$ cat src/rtl/request_arbiter.sv
// request_arbiter
//   Shares one resource among 8 requesters. While idle it picks one active
//   request and holds that grant until the owner drops its request or the
//   hold timeout fires. Every grant is followed by at least one idle cycle.
//
//   Arbitration policy:
//     default                    : fixed priority, highest set req index wins
//     `define ARB_ROUND_ROBIN_EN : rotating priority, downward search starting
//                                  at (last-1) mod 8, wrapping from 0 to 7
//
// Parameters
//   MAX_HOLD  max cycles a grant may be held, 0 = unlimited (legal 0..255)
//
// Ports
//   clk        in   system clock, rising edge
//   reset      in   synchronous, active-high reset
//   req[7:0]   in   request vector, bit i = requester i wants the resource
//   gnt[7:0]   out  one-hot grant, zero when no grant
//   gnt_id[2:0]out  binary index of the granted requester, 0 when no grant
//   gnt_valid  out  high while a grant is held
//   timeout    out  one-cycle pulse when a grant is revoked by MAX_HOLD
//
// All outputs come straight from registers; req only feeds next-state logic.
module request_arbiter #(
    parameter int MAX_HOLD = 16
) (
    input  logic       clk,
    input  logic       reset,
    input  logic [7:0] req,
    output logic [7:0] gnt,
    output logic [2:0] gnt_id,
    output logic       gnt_valid,
    output logic       timeout
);

    localparam logic [7:0] MAX_HOLD_C   = 8'(MAX_HOLD);
    localparam bit         HOLD_LIMITED = (MAX_HOLD != 0);

    typedef enum logic {
        IDLE  = 1'b0,
        GRANT = 1'b1
    } state_t;

    state_t     state_reg,    state_next;
    logic [7:0] gnt_reg,      gnt_next;
    logic [2:0] gnt_id_reg,   gnt_id_next;
    logic       timeout_reg,  timeout_next;
    logic [7:0] hold_cnt_reg, hold_cnt_next;

    // Search order: cand_idx[0] is examined first, cand_idx[7] last.
    logic [2:0] cand_idx [8];
    logic       win_found;
    logic [2:0] win_id;

`ifdef ARB_ROUND_ROBIN_EN
    logic [2:0] last_reg;

    genvar gi;
    generate
        for (gi = 0; gi < 8; gi++) begin : g_cand
            // 3-bit subtraction wraps naturally from 0 to 7.
            assign cand_idx[gi] = last_reg - 3'(gi + 1);
        end
    endgenerate

    always_ff @(posedge clk) begin
        if (reset) begin
            last_reg <= 3'd0;
        end else if (state_reg == IDLE && win_found) begin
            last_reg <= win_id;
        end
    end
`else
    genvar gi;
    generate
        for (gi = 0; gi < 8; gi++) begin : g_cand
            assign cand_idx[gi] = 3'(7 - gi);
        end
    endgenerate
`endif

    // First set request in search order wins. Iterating from the back lets
    // earlier candidates overwrite later ones.
    always_comb begin
        win_found = 1'b0;
        win_id    = 3'd0;
        for (int k = 7; k >= 0; k--) begin
            if (req[cand_idx[k]]) begin
                win_found = 1'b1;
                win_id    = cand_idx[k];
            end
        end
    end

    always_comb begin
        state_next    = state_reg;
        gnt_next      = gnt_reg;
        gnt_id_next   = gnt_id_reg;
        timeout_next  = 1'b0;
        hold_cnt_next = hold_cnt_reg;
        case (state_reg)
            IDLE: begin
                if (win_found) begin
                    state_next    = GRANT;
                    gnt_next      = 8'd1 << win_id;
                    gnt_id_next   = win_id;
                    hold_cnt_next = 8'd1;
                end
            end
            GRANT: begin
                // Release is checked first so it wins over a coincident timeout.
                if (!req[gnt_id_reg]) begin
                    state_next    = IDLE;
                    gnt_next      = 8'd0;
                    gnt_id_next   = 3'd0;
                    hold_cnt_next = 8'd0;
                end else if (HOLD_LIMITED && hold_cnt_reg == MAX_HOLD_C) begin
                    state_next    = IDLE;
                    gnt_next      = 8'd0;
                    gnt_id_next   = 3'd0;
                    hold_cnt_next = 8'd0;
                    timeout_next  = 1'b1;
                end else if (hold_cnt_reg != 8'hFF) begin
                    hold_cnt_next = hold_cnt_reg + 8'd1;
                end
            end
            default: begin
                state_next = IDLE;
            end
        endcase
    end

    always_ff @(posedge clk) begin
        if (reset) begin
            state_reg    <= IDLE;
            gnt_reg      <= 8'd0;
            gnt_id_reg   <= 3'd0;
            timeout_reg  <= 1'b0;
            hold_cnt_reg <= 8'd0;
        end else begin
            state_reg    <= state_next;
            gnt_reg      <= gnt_next;
            gnt_id_reg   <= gnt_id_next;
            timeout_reg  <= timeout_next;
            hold_cnt_reg <= hold_cnt_next;
        end
    end

    assign gnt       = gnt_reg;
    assign gnt_id    = gnt_id_reg;
    assign gnt_valid = (state_reg == GRANT);
    assign timeout   = timeout_reg;

endmodule
$ cat config.mk
export PLATFORM = sky130hd
export DESIGN_NAME = request_arbiter
export DESIGN_NICKNAME = d
export VERILOG_FILES = /design/src/rtl/request_arbiter.sv
export SDC_FILE = /design/constraint.sdc
export NUM_CORES = 1
export LEC_CHECK = 0
export ABC_AREA = 0
export BUFFER_PORTS_ARGS = -buffer_cell sky130_fd_sc_hd__buf_2
export CAP_MARGIN = 40
export CORE_ASPECT_RATIO = 1.25
export CORE_MARGIN = 2
export CORE_UTILIZATION = 45
export CTS_CLUSTER_SIZE = 25
export DETAILED_ROUTE_END_ITERATION = 12
export GPL_TIMING_DRIVEN = 0
export MAX_ROUTING_LAYER = met4
export PLACE_DENSITY = 0.67
export SLEW_MARGIN = 20
export SYNTH_ARGS = -nofsm -noshare
export SYNTH_HDL_FRONTEND = slang
export SYNTH_SLANG_ARGS = --single-unit
$ cat constraint.sdc
create_clock -name clk -period 4.15 [get_ports clk]
set_clock_uncertainty 0.2 [all_clocks]
set_input_delay 0.2075 -clock clk [delete_from_list [all_inputs] [get_ports clk]]
set_output_delay 0.2075 -clock clk [all_outputs]
set_load 0.03 [all_outputs]
==> results.yml, run 1 <==
status:
  outcome: "finished clean"
timing:
  setup_ws_ns: 2.06
  unrepaired_setup_endpoints_after_global_routing: "false"
  period_share_pct: 50.4
  final-setup-viol-count: 0
  finalWorstPathRequiredPeriod_ns: 2.09
  report.final.slew_viol_count: 0
  timing.setup.tns_ns: 0
  total_count_of_hold_check_failures_in_the_final_report: 0
  worst_slew_slack_as_a_fraction_of_its_limit_pct: 63.7
  max_slew.worst_pin.slew_ns: 0.540
  max_clock_freq_ghz: 0.478
cells_and_area:
  postLayoutCellArea_um2: 1370
  post_layout_nonfiller_instances: 192
  layout_nets: 172
  antenna_cells_inserted: 0
  areaGrowthSynthToFinish_pct: 14.9
  fillCellCount: 237
  proportion_of_layout_cells_with_a_drive_suffix_above_1_pct: 24.5
synthesis:
  synth_area_per_cell_um2: 8.98
  net_count_after_synthesis: 145
  yosys-top-cells-count: "21 x dfxtp_1, 14 x nand2_1, 13 x inv_1"
  ys.flop_type: "dfxtp_1"
  syn_area_um2: 1190
  synth_enable_flop_cells: 0
  synth.top_cell.area_share_pct: 35.2
  synthArstFlopShare_pct: 0
  synth_largest_area_cell: "dfxtp_1"
  synth.yosys.warnings: 0
  netlist_instances: 133
  yosysMostFrequentCell: "dfxtp_1"
  synth_area_leaders: "dfxtp_1 35%, nand2_1 4.4%, mux2i_1 4.2%"
  ys_ff_latch: 21
  ys_seq_area_share_pct: 35.2
  post_synth_num_cell_types: 42
grt:
  grt.busiest_layer: "met2"
  met2_use_gr_pct: 35.0
  maximum_number_of_pins_on_one_net_before_global_route_repair: 12
  track_usage_pct: 19.5
  grt_first_pass_wirelength_um: 4460
  global_route.overflow_total: 0
  first_global_vias: 1046
  use_met3_pct: 2.67
  initial_antenna_violation_count: 0
  grtUsageMet1_pct: 21.1
worst_hold_path:
  hold_start: "req[7]"
  min-delay-path-class: "input port to register"
critical_path:
  crit_path_start: "hold_cnt_reg[0]$_SDFFE_PP0P_"
  type_of_destination_of_the_critical_path: "register"
  critPathMaxFanout: 10
  critPathArrivalTime_ns: 2.09
  setup.worst_path.start_class: "register"
  regToRegStartpoint: "hold_cnt_reg[0]$_SDFFE_PP0P_"
  path_class: "register to register"
  timing.reg2reg.setup_slack_ns: 2.06
  timing.critical_path.required_ns: 4.15
power_and_ir_drop:
  power.share.clock_pct: 24.3
  power.share.combinational_pct: 22.1
  cellPowerDensity_nw_per_um2: 297
  proportion_of_power_drawn_by_flip_flops_and_latches_pct: 53.5
  tot_pwr_mw: 0.408
  worst_ir_drop_on_vdd_v: 0.000140
  net-switching-power_mw: 0.127
  leakage_nw: 0.599
  power.share.switching_pct: 31.2
  cell_internal_pwr_mw: 0.281
clock_tree:
  path_clk_slew_ns: 0.12
  clock_latency_ns: 0.30
  inserted_clock_buffers: 3
  cts.repair.resized: 0
  cts_hold_buf: 0
  tritoncts: "built"
  cts.sinks: 21
  cts_max_path_buffers: 2
  clock_tree.root_cell: "clkbuf_4"
  postCtsSetupRepairBufs: 0
  htree_num_levels: 1
routing:
  first_pass_iters: 4
  detail_route.wl_per_cell_um: 13.7
  finalWirelength_um: 2630
  detail-route-antenna-nets: 0
  route.detailed.drc: 0
  dr.first_iter.drc_count: 18
  detailroute.via_count: 1086
  routed_via_density: 5.66
floorplan:
  initial_utilization_pct: 48.2
  die_h_um: 61.6
  row_count: 20
  io_pins: 23
  die_area_um2: 3090
  chipWidth_um: 50.1
  core_region_area_um2: 2480
placement:
  place_inst: 188
  port_buffers: 22
  pre_cts_slack_ns: 2.10
  placement.cell_area_um2: 1350
  detailedPlacementHpwl_um: 2040
  place_congestion: 0.826
job:
  cap_viol_max_count: 0
final timing paths:
kind         depth (start not counted)             endpoint
max                                  7  gnt[2]$_SDFFE_PP0P_
min                                  2  gnt[7]$_SDFFE_PP0P_
max reg2reg                          7  gnt[2]$_SDFFE_PP0P_
min reg2reg                          1  gnt[3]$_SDFFE_PP0P_
layer usage:
layer | up-vias | wire, um
li1 | 539 | -
met3 | 5 | 93
met2 | 20 | 1320
met4 | 0 | 39
met5 | - | 0
met1 | 522 | 1170
worst max-delay path: stages (launching register included):
cell and delay (ns):
dfxtp_1 0.38, inv_1 0.08, ha_1 0.14, nor4b_1 0.36, nand2_1 0.22, nand4_4 0.23, a21oi_4 0.13, a22o_1 0.25
stage by stage:
step,hold WS [ns],utilization (%)
after floorplan,0.141,-
final,0.0125,55.4
after global placement,0.244,54.3
after CTS,0.00339,55.4
after detailed placement,0.246,54.3
after global routing,0.0216,55.4
power groups by stage:
stage               logic (mW)  registers (mW)  clock network [mW]
floorplan               0.0535           0.233                   0
global placement        0.0890           0.222                   0
detailed placement      0.0908           0.223                   0
CTS                     0.0911           0.218               0.101
global route            0.0990           0.220               0.110
finish                  0.0903           0.218              0.0993
cell usage in the layout, fill, tap and decap left out, drive strengths merged, types with 2 or more instances in the layout:
| cell | Yosys | routed |
|---|---|---|
| clkbuf | 0 | 4 |
| nand2b | 3 | 3 |
| and3 | 4 | 4 |
| ha | 2 | 2 |
| nor4 | 2 | 2 |
| a32o | 3 | 3 |
| and2b | 3 | 3 |
| o21bai | 2 | 2 |
| nand4 | 3 | 3 |
| mux2i | 5 | 5 |
| nor2 | 9 | 9 |
| buf | 4 | 26 |
| inv | 13 | 13 |
| a21oi | 7 | 7 |
| o21ai | 4 | 4 |
| a22o | 4 | 4 |
| a22oi | 2 | 2 |
| a21o | 3 | 3 |
| dfxtp | 21 | 21 |
| a211o | 3 | 3 |
| nand3 | 5 | 5 |
| o2bb2ai | 3 | 3 |
| nand2 | 14 | 14 |
| nand4b | 2 | 2 |
area by class of cell:
class	instances	area (um2)	area share, %
clock buffers	4	26.3	1.91
plain buffers	4	32.5	2.37
flip-flops and latches	21	420	30.6
multi-input cells	95	693	50.5
repair buffers	22	110	8.02
inverters	13	48.8	3.56
well taps	33	41.3	3.01
cells by family (layout without fill, tap and decap cells):
group	Yosys count	in the layout	synth area share, %
AO/OA/AOI/OAI	39	39	28.1
adder cells (fa/ha/maj)	2	2	2.09
buffers and inverters	17	43	6.81
flip-flops	21	21	35.2
multiplexers	5	5	4.19
AND/OR/NAND/NOR	49	49	23.7
No activity file was read; power rests on OpenSTA's default activity.
==> run 2: changes to the inputs <==
Clock period 4.15 ns to 2.02 ns, I/O delays scaled along.
==> run 2 against run 1 <==
Clock-buffer cell count did not move. Sequential share of layout area fell by 2.3 points. Final area rose by 9.3%. Clock power rose by 110%. Largest cell class unchanged.
==> results.yml, run 2 (synthesis results as in run 1) <==
critical_path:
  crit_path_start: "gnt_id[1]$_SDFFE_PP0P_"
  critPathMaxFanout: 6
  path_class: "register to register"
  type_of_destination_of_the_critical_path: "register"
  timing.critical_path.required_ns: 2.06
  regToRegStartpoint: "gnt_id[1]$_SDFFE_PP0P_"
  timing.reg2reg.setup_slack_ns: 0.09
  critPathArrivalTime_ns: 1.96
  setup.worst_path.start_class: "register"
cells_and_area:
  proportion_of_layout_cells_with_a_drive_suffix_above_1_pct: 29.6
  layout.cells.most_common: "buf_2"
  layout_nets: 182
  final_cell_mix: "23 x buf_2, 19 x dfxtp_1, 13 x inv_1, 13 x nand2_1, 9 x nor2_1"
  areaGrowthSynthToFinish_pct: 25.5
  antenna_cells_inserted: 0
  post_layout_nonfiller_instances: 202
timing:
  max_clock_freq_ghz: 0.519
  total_count_of_hold_check_failures_in_the_final_report: 0
  final-setup-viol-count: 0
  finalWorstPathRequiredPeriod_ns: 1.93
  setup_ws_ns: 0.0919
  report.final.slew_viol_count: 0
  max_slew.worst_pin.slew_ns: 0.541
  worst_slew_slack_as_a_fraction_of_its_limit_pct: 63.8
  period_share_pct: 95.5
  hold-worst-slack_ns: 0.0307
  unrepaired_setup_endpoints_after_global_routing: "true"
power_and_ir_drop:
  worst_ir_drop_on_vdd_v: 0.000287
  leakage_nw: 0.641
  cellPowerDensity_nw_per_um2: 583
clock_tree:
  clock_tree.root_cell: "clkbuf_4"
  htree_num_levels: 1
  tritoncts: "built"
  cts_max_path_buffers: 2
  clock_latency_ns: 0.30
  inserted_clock_buffers: 3
  path_clk_slew_ns: 0.12
  cts.sinks: 21
placement:
  port_buffers: 22
  place_inst: 188
  pre_cts_slack_ns: -0.0348
  place_congestion: 0.826
  detailedPlacementHpwl_um: 2040
grt:
  grt_first_pass_wirelength_um: 4630
  maximum_number_of_pins_on_one_net_before_global_route_repair: 12
  initial_antenna_violation_count: 0
  first_global_vias: 1089
  global_route.overflow_total: 0
  track_usage_pct: 20.3
routing:
  routedLengthMet1_um: 1270
  met3_wirelength_um: 127
  route.detailed.drc: 0
  detail-route-antenna-nets: 0
  met2_wirelength_um: 1560
  dr.first_iter.drc_count: 17
  routed_via_density: 5.66
  highest_layer: "met4"
  first_pass_iters: 4
  detail_route.wl_per_cell_um: 14.8
  finalWirelength_um: 2990
  detailroute.via_count: 1144
worst_hold_path:
  min-delay-path-class: "input port to register"
  hold_start: "req[0]"
floorplan:
  chipWidth_um: 50.1
  initial_utilization_pct: 48.2
  core_region_area_um2: 2480
  die_area_um2: 3090
  row_count: 20
  io_pins: 23
  die_h_um: 61.6
job:
  cap_viol_max_count: 0
status:
  outcome: "finished clean"
==> run 2: timing repair <==
action / in CTS / in global routing
hold buffers: 5 / 0
setup buffers: 0 / 3
pin swaps: 0 / 3
endpoints found under the hold margin: 6 / 0
endpoints found under the setup margin: 7 / 17
resized for setup: 2 / 7
gates cloned: 0 / 2
==> run 2: path summary, 6_finish.rpt <==
| check | depth (start not counted) | to |
|---|---|---|
| max | 5 | hold_cnt_reg[5]$_SDFFE_PP0P_ |
| min | 5 | gnt_valid$_SDFF_PP0_ |
| max reg2reg | 5 | hold_cnt_reg[5]$_SDFFE_PP0P_ |
| min reg2reg | 1 | gnt[3]$_SDFFE_PP0P_ |
==> run 2: layout make-up <==
class	count	area [um2]
Buffer	4	35.0
Clock buffer	4	26.3
Fill cell	223	977
Inverter	13	48.8
Multi-Input combinational cell	97	741
Sequential cell	21	425
Tap cell	33	41.3
Timing Repair Buffer	30	183
==> run 2: per-layer routing <==
metal,up-vias,GRT usage (%)
met5,-,-
met4,0,9.52
met3,6,2.67
met2,27,37.8
met1,547,21.2
li1,564,-
==> run 2: critical path, cell delays in order, from the launching register on <==
cell	delay, ns
dfxtp_1	0.43
and2b_1	0.23
a22oi_4	0.28
nand4b_1	0.24
or3_1	0.42
o221ai_2	0.06
==> run 2: power breakdown <==
| group | internal, mW | total (mW) | switching, mW |
|---|---|---|---|
| clock | 0.0770 | 0.205 | 0.128 |
| combinational | 0.0886 | 0.220 | 0.131 |
| sequential | 0.430 | 0.449 | 0.0186 |
==> run 2: stage by stage <==
step,setup TNS [ns],total power [mW],util [%],cell area (um2)
2_1_floorplan,0,0.588,-,1190
4_1_cts,0,0.852,57.7,1430
3_3_place_gp,-0.0117,0.640,54.3,1350
6_report,0,0.874,60.6,1500
5_1_grt,-0.0654,0.917,60.6,1500
3_5_place_dp,-0.0538,0.644,54.3,1350
==> run 3: changes to the inputs <==
Settings changed: CELL_PAD_IN_SITES_DETAIL_PLACEMENT from default to 0, CELL_PAD_IN_SITES_GLOBAL_PLACEMENT from default to 1, CORE_UTILIZATION 45 to 40, PLACE_DENSITY 0.67 to default, PLACE_DENSITY_LB_ADDON from default to 0.1.
==> run 3 against run 2 <==
The flow now finishes with violations (hold timing). Register-to-register slack is essentially flat. Via count fell by 1.0%. Core utilization fell by 8.0 points. Cell count up 2.5%. Largest power group unchanged.
==> results.yml, run 3 (synthesis results as in run 1) <==
status:
  outcome: "finished, violations left"
  failed_checks: "hold timing"
clock_tree:
  inserted_clock_buffers: 3
  clock_tree.root_cell: "clkbuf_4"
  clock_latency_ns: 0.30
  tritoncts: "built"
  cts.sinks: 21
  path_clk_slew_ns: 0.12
  htree_num_levels: 1
  cts_max_path_buffers: 2
worst_hold_path:
  min-delay-path-class: "input port to register"
  worst_hold_path.endpoint: "gnt[3]$_SDFFE_PP0P_"
  hold_start: "req[4]"
  hold_path_depth: 4
grt:
  first_global_vias: 999
  initial_antenna_violation_count: 0
  maximum_number_of_pins_on_one_net_before_global_route_repair: 12
  grt_first_pass_wirelength_um: 4440
  global_route.overflow_total: 0
  track_usage_pct: 17.6
floorplan:
  initial_utilization_pct: 41.3
  row_count: 22
  die_h_um: 65.1
  core_region_area_um2: 2890
  chipWidth_um: 52.9
  die_area_um2: 3440
  io_pins: 23
cells_and_area:
  layout.cells.most_common: "buf_2"
  post_layout_nonfiller_instances: 207
  proportion_of_layout_cells_with_a_drive_suffix_above_1_pct: 31.0
  antenna_cells_inserted: 0
  final_core_utilization_pct: 52.6
  areaGrowthSynthToFinish_pct: 27.2
  postLayoutCellArea_um2: 1520
  layout_nets: 184
  final_cell_mix: "23 x buf_2, 19 x dfxtp_1, 13 x inv_1, 13 x nand2_1, 9 x nor2_1"
timing:
  max_slew.worst_pin.slew_ns: 0.560
  max_clock_freq_ghz: 0.506
  finalWorstPathRequiredPeriod_ns: 1.98
  hold-worst-slack_ns: -0.00487
  report.final.slew_viol_count: 0
  worst_slew_slack_as_a_fraction_of_its_limit_pct: 62.6
  period_share_pct: 97.8
  final-setup-viol-count: 0
  total_count_of_hold_check_failures_in_the_final_report: 1
  timing.setup.tns_ns: 0
  unrepaired_setup_endpoints_after_global_routing: "true"
  setup_ws_ns: 0.0449
routing:
  finalWirelength_um: 2880
  detail-route-antenna-nets: 0
  dr.first_iter.drc_count: 37
  detail_route.wl_per_cell_um: 13.9
  first_pass_iters: 4
  detailroute.via_count: 1132
  routed_via_density: 5.47
  route.detailed.drc: 0
power_and_ir_drop:
  net-switching-power_mw: 0.269
  cellPowerDensity_nw_per_um2: 566
  cell_internal_pwr_mw: 0.592
  power.share.combinational_pct: 24.2
  proportion_of_power_drawn_by_flip_flops_and_latches_pct: 52.1
  tot_pwr_mw: 0.861
  power.share.clock_pct: 23.8
  worst_ir_drop_on_vdd_v: 0.000347
  leakage_nw: 0.654
  power.share.switching_pct: 31.3
placement:
  place_inst: 191
  placement.cell_area_um2: 1350
  port_buffers: 22
  pre_cts_slack_ns: -0.0375
  detailedPlacementHpwl_um: 2130
  place_congestion: 0.815
critical_path:
  timing.reg2reg.setup_slack_ns: 0.10
  path_class: "input port to register"
  type_of_destination_of_the_critical_path: "register"
  critPathArrivalTime_ns: 2.03
  timing.rr.end: "hold_cnt_reg[5]$_SDFFE_PP0P_"
  critPathMaxFanout: 6
  regToRegStartpoint: "hold_cnt_reg[0]$_SDFFE_PP0P_"
  timing.critical_path.required_ns: 2.07
  timing.reg2reg.worst_path_depth: 7
  setup.worst_path.start_class: "input port"
job:
  cap_viol_max_count: 0
==> run 3: cell count changes in the layout (fill, tap and decap cells not counted), sizes merged <==
cell / previous run / this run
nand4: 4 / 3
buf: 29 / 32
==> run 3: layout make-up <==
class / count / area (um2)
buffer: 4 / 35.0
clock buffer: 4 / 26.3
fill: 299 / 1370
inverter: 13 / 48.8
multi-input combinational: 96 / 734
sequential: 21 / 425
tap: 36 / 45.0
timing repair buffer: 33 / 205
==> run 3: worst max-delay path by stage <==
stage	from	to	slack, ns
3_3_place_gp	hold_cnt_reg[0]$_SDFFE_PP0P_	hold_cnt_reg[5]$_SDFFE_PP0P_	-0.05
6_report	req[7]	gnt[5]$_SDFFE_PP0P_	0.04
3_5_place_dp	hold_cnt_reg[0]$_SDFFE_PP0P_	hold_cnt_reg[5]$_SDFFE_PP0P_	-0.04
5_1_grt	hold_cnt_reg[0]$_SDFFE_PP0P_	hold_cnt_reg[5]$_SDFFE_PP0P_	0.005
2_1_floorplan	gnt_id[1]$_SDFFE_PP0P_	hold_cnt_reg[7]$_SDFFE_PP0P_	0.11
4_1_cts	hold_cnt_reg[1]$_SDFFE_PP0P_	gnt[1]$_SDFFE_PP0P_	0.005
==> run 3: timing repair <==
action / CTS / global route
setup endpoints to repair: 12 / 18
gates resized for setup: 1 / 9
hold buffers: 4 / 1
endpoints found under the hold margin: 7 / 1
pin swaps: 0 / 5
setup buffers: 1 / 5
gates cloned: 0 / 1
==> run 3: worst max-delay path: stages <==
cell	delay (ns)
dlygate4sd3_1	0.53
buf_2	0.17
nor4_4	0.37
nand3_2	0.21
buf_4	0.19
a21oi_2	0.29
a32o_1	0.18
==> run 3: power groups by stage <==
stage | clock (mW) | combinational [mW] | sequential, mW
final | 0.204 | 0.208 | 0.448
after detailed placement | 0 | 0.186 | 0.457
after global placement | 0 | 0.185 | 0.457
after floorplan | 0 | 0.110 | 0.479
after CTS | 0.213 | 0.193 | 0.449
after global routing | 0.232 | 0.225 | 0.452
==> run 3: metal layers <==
layer / vias to the layer above / GRT usage (%) / share of wire [%]
li1: 570 / - / -
met1: 535 / 19.2 / 43
met2: 25 / 30.8 / 53
met3: 2 / 3.18 / 3.6
met4: 0 / 7.05 / 0.73
met5: - / - / 0
